`src/rtl/spi_rx_18b.sv`:
```
// SPI mode-0 slave receiver: oversamples sclk/mosi/cs_n on clk and assembles
// one LARGO-bit word per cs_n window, MSB first.
module spi_rx_18b #(
  parameter int LARGO = 18
) (
  input  logic             clk,
  input  logic             rst,
  input  logic             sclk,
  input  logic             mosi,
  input  logic             cs_n,
  output logic [LARGO-1:0] dato,
  output logic             valido,
  output logic             err_trama,
  output logic             ocupado
);

  localparam int CW = $clog2(LARGO + 1);

  typedef enum logic [1:0] {IDLE, SHIFT, DONE, WAIT_CS} state_t;

  state_t           state_q, state_d;
  logic [1:0]       sclk_sync_q, mosi_sync_q, cs_sync_q;
  logic             sclk_prev_q;
  logic [LARGO-1:0] shreg_q, shreg_d;
  logic [LARGO-1:0] dato_q, dato_d;
  logic [CW-1:0]    cnt_q, cnt_d;
  logic             valido_q, valido_d;
  logic             err_q, err_d;
  logic             ocupado_q;

  logic sclk_s, mosi_s, cs_s, sclk_rise;

  assign sclk_s    = sclk_sync_q[1];
  assign mosi_s    = mosi_sync_q[1];
  assign cs_s      = cs_sync_q[1];
  assign sclk_rise = sclk_s & ~sclk_prev_q;

  always_ff @(posedge clk) begin
    if (rst) begin
      sclk_sync_q <= 2'b00;
      mosi_sync_q <= 2'b00;
      cs_sync_q   <= 2'b11;
      sclk_prev_q <= 1'b0;
      state_q     <= IDLE;
      shreg_q     <= '0;
      cnt_q       <= '0;
      dato_q      <= '0;
      valido_q    <= 1'b0;
      err_q       <= 1'b0;
      ocupado_q   <= 1'b0;
    end else begin
      sclk_sync_q <= {sclk_sync_q[0], sclk};
      mosi_sync_q <= {mosi_sync_q[0], mosi};
      cs_sync_q   <= {cs_sync_q[0], cs_n};
      sclk_prev_q <= sclk_s;
      state_q     <= state_d;
      shreg_q     <= shreg_d;
      cnt_q       <= cnt_d;
      dato_q      <= dato_d;
      valido_q    <= valido_d;
      err_q       <= err_d;
      ocupado_q   <= (state_q != IDLE);
    end
  end

  always_comb begin
    state_d  = state_q;
    shreg_d  = shreg_q;
    cnt_d    = cnt_q;
    dato_d   = dato_q;
    valido_d = 1'b0;
    err_d    = 1'b0;
    unique case (state_q)
      IDLE: begin
        shreg_d = '0;
        cnt_d   = '0;
        if (!cs_s) state_d = SHIFT;
      end
      SHIFT: begin
        // A cs_n release takes priority over a coincident sclk edge.
        if (cs_s) begin
          err_d   = 1'b1;
          state_d = IDLE;
        end else if (sclk_rise) begin
          shreg_d = {shreg_q[LARGO-2:0], mosi_s};
          cnt_d   = cnt_q + 1'b1;
          if (cnt_q == CW'(LARGO - 1)) state_d = DONE;
        end
      end
      DONE: begin
        dato_d   = shreg_q;
        valido_d = 1'b1;
        state_d  = WAIT_CS;
      end
      WAIT_CS: begin
        if (cs_s) state_d = IDLE;
      end
      default: state_d = IDLE;
    endcase
  end

  assign dato      = dato_q;
  assign valido    = valido_q;
  assign err_trama = err_q;
  assign ocupado   = ocupado_q;

endmodule

```
`config.mk`:
```
export PLATFORM = sky130hd
export DESIGN_NAME = spi_rx_18b
export DESIGN_NICKNAME = d
export VERILOG_FILES = /design/src/rtl/spi_rx_18b.sv
export SDC_FILE = /design/constraint.sdc
export NUM_CORES = 1
export LEC_CHECK = 0
export ABC_AREA = 1
export CAP_MARGIN = 10
export CORE_UTILIZATION = 40
export DETAILED_ROUTE_END_ITERATION = 7
export HOLD_SLACK_MARGIN = 0.03
export MAX_ROUTING_LAYER = met4
export SYNTH_ARGS = -nofsm -noshare
export SYNTH_HDL_FRONTEND = slang
export SYNTH_SLANG_ARGS = --single-unit
```
`constraint.sdc`:
```
create_clock -name clk -period 1.55 [get_ports clk]
set_input_delay 0.31 -clock clk [delete_from_list [all_inputs] [get_ports clk]]
set_output_delay 0.31 -clock clk [all_outputs]
set_load 0.005 [all_outputs]
```
==> out/qor.yml <==
sta:
  slew_violations: 0
  worst_pin_slew_ns: 0.507
  relSlewSlack_pct: 66.2
  skew_ns: 0.00353
  hold_viol_final: 0
  grt_setup_unrepaired: "false"
  tns_ns: 0
  finalHoldWorstSlack_ns: 0.408
  setup_ws_ns: 0.0764
  setup_viol: 0
  fmax_mhz: 679
  min_period_over_period_pct: 95.1
  min_period_ns: 1.47
global_routing:
  grt_pass1_vias: 1482
  grt_antenna_before_repair: 0
  overflow: 0
  grt_max_degree: 22
  grt_pass1_wl_um: 6760
  track_usage_pct: 18.1
clock_network:
  cts_resized: 0
  cts_tree: "done"
  numCtsBuffers: 5
  cts_buffer_depth: 2
  hold_buffers: 0
  cts_root_buf: "clkbuf_8"
  post_cts_buffers: 0
  clk_pin_slew_ns: 0.09
  cts.htree.levels: 2
  clock_sinks: 53
  clkLatencyLatePin_ns: 0.31
finish:
  nets: 272
  utilization_pct: 51.4
  syn2layout_area_growth_pct: 20.6
  diodes: 0
  n_fill_cell: 449
  drive_gt1_share_pct: 8.68
pwr:
  p_sw_share_pct: 21.9
  power_mw: 2.24
  max-vdd-ir-drop_mv: 0.513
  comb_power_share_pct: 2.8
  p_leak_nw: 0.902
  pwr-share-seq_pct: 61.4
  p_switching_uw: 489
  clkPwrFrac_pct: 35.8
  p_int_mw: 1.75
  p_per_area_nw_per_um2: 981
yosys:
  synth_seq_cells: 53
  synth_area_per_cell_sq_um: 7.98
  synth_edf_count: 0
  synthCells: 237
  ys_seq_area_share_pct: 56.1
  synthFlopType: "dfxtp_1"
  yosys-top-cells-area: "dfxtp_1 (56%), nor2_1 (11%), nand2_1 (8.7%)"
  synth_cell_types: 23
  ys_warn_count: 0
  syn_nets: 244
  synth_top_area_share_pct: 56.1
  ys_async_sr_fraction_pct: 0
  netlist_area_sq_um: 1890
  yosys.area.top_type: "dfxtp_1"
worst_hold_path:
  hold_depth: 2
  min_to: "sclk_sync_q[1]"
  hold_path.class: "register to register"
  hold_start: "sclk_sync_q[0]"
route:
  vias: 1549
  via_per_inst: 4.89
  drt_iter0_drc: 105
  drc: 2
  wl_um: 3870
  dr.pass1.iters: 6
  ant_nets: 0
  wl_per_cell_um: 12.2
die:
  die_h_um: 70.8
  dieArea_sq_um: 5010
  start_util_pct: 42.6
  pin_count: 26
  die_x_um: 70.8
  core_sq_um: 4440
  rows: 24
setup_path:
  crit_path_start: "dato[7]"
  r2r_cells: 6
  cp_max_fo: 2
  arrival_ns: 1.16
  worst-r2r-setup-slack_ns: 0.25
  cp.depth: 1
  worstSetupPathType: "register to output pin"
  r2r-end: "cnt_q[4]"
  slowest_stage: "clkdlybuf4s50_1"
  path_buf_inv: 1
  crit_chain: "clkdlybuf4s50_1"
  critPathLaunchType: "register"
  crit_path_end_kind: "output pin"
  critical-path-top-delay-family: "buffers and inverters"
  critical_path_required_ns: 1.24
  max_stage_delay_ns: 0.51
status:
  status: "finished with violations"
  violations: "design-rule violations"
placed_design:
  io_buffers: 25
  place_ws_ns: 0.0189
  dpl.hpwl_um: 2440
  routabilityCongestion: 0.781
run:
  drv_cap: 0
==> synthesized netlist by cell type (2+ instances only) <==
cell / instances
nor2_1: 55
dfxtp_1: 53
nand2_1: 44
a21oi_1: 23
o21ai_0: 19
inv_1: 11
nand3_1: 5
buf_2: 3
clkbuf_1: 3
or2_2: 3
buf_4: 2
ha_1: 2
inv_2: 2
nand4_1: 2
nor2_2: 2
==> power by group through the flow <==
stage	clock (mW)	combinational (mW)	sequential, mW
2_1_floorplan	0	0.0353	1.41
3_3_place_gp	0	0.0622	1.41
3_5_place_dp	0	0.0621	1.41
4_1_cts	0.825	0.0624	1.37
5_1_grt	0.881	0.0686	1.38
6_report	0.802	0.0617	1.37
==> cell usage in the layout (no fill, tap or decap) <==
cell / instances
a21oi_1: 23
a21oi_2: 1
buf_4: 5
clkbuf_8: 6
clkdlybuf4s50_1: 25
clkinv_2: 1
clkinvlp_4: 1
dfxtp_1: 53
ha_1: 2
inv_1: 11
inv_2: 2
nand2_1: 44
nand3_1: 5
nand3_2: 1
nand4_1: 2
nor2_1: 55
nor2_2: 2
nor2_4: 1
nor4_1: 1
o21ai_0: 19
o21ai_1: 1
o21bai_1: 1
or2_2: 3
==> cell families (layout without fill, tap and decap cells) <==
| family | count (synthesis) | count (layout) | share of synthesized area (%) |
|---|---|---|---|
| AO/OA/AOI/OAI | 45 | 45 | 12.2 |
| buffers and inverters | 23 | 51 | 5.62 |
| adder cells (fa/ha/maj) | 2 | 2 | 1.32 |
| AND/OR/NAND/NOR | 114 | 114 | 24.7 |
| flip-flops | 53 | 53 | 56.1 |
==> state kept, by name, summed over array words and instances (netlist names), named ones only <==
register and count:
dato 18, shreg_q 18, cnt_q 5, cs_sync_q 2, mosi_sync_q 2, sclk_sync_q 2, err_trama 1, ocupado 1
sclk_prev_q 1, state_q 1, valido 1
==> per-layer routing <==
layer / global-route usage (%) / share of wire [%] / up-vias
li1: - / - / 806
met1: 21.2 / 49 / 707
met2: 28.6 / 45 / 29
met3: 4.56 / 4.3 / 7
met4: 9.33 / 2.2 / 0
met5: - / 0 / -
==> how the worst max path moves through the flow <==
stage | slack (ns) | end
floorplan | 0.42 | dato[0]
global placement | 0.04 | dato[2]
detailed placement | 0.02 | dato[1]
CTS | 0.06 | dato[8]
global route | 0.001 | dato[8]
finish | 0.08 | dato[7]
==> cell type report <==
type	count	area [sq um]	area share (%)
tap	52	65.1	2.85
clock inverter	1	7.51	0.329
multi-input combinational	161	724	31.7
sequential	53	1060	46.5
clock buffer	6	82.6	3.62
timing repair buffer	30	288	12.6
inverter	14	53.8	2.36
==> through the flow <==
stage	cells	area, sq um
floorplan	237	1890
global placement	310	2190
detailed placement	310	2190
CTS	317	2280
global route	317	2280
finish	317	2280
Note: power is estimated with default switching activity, not from simulation.
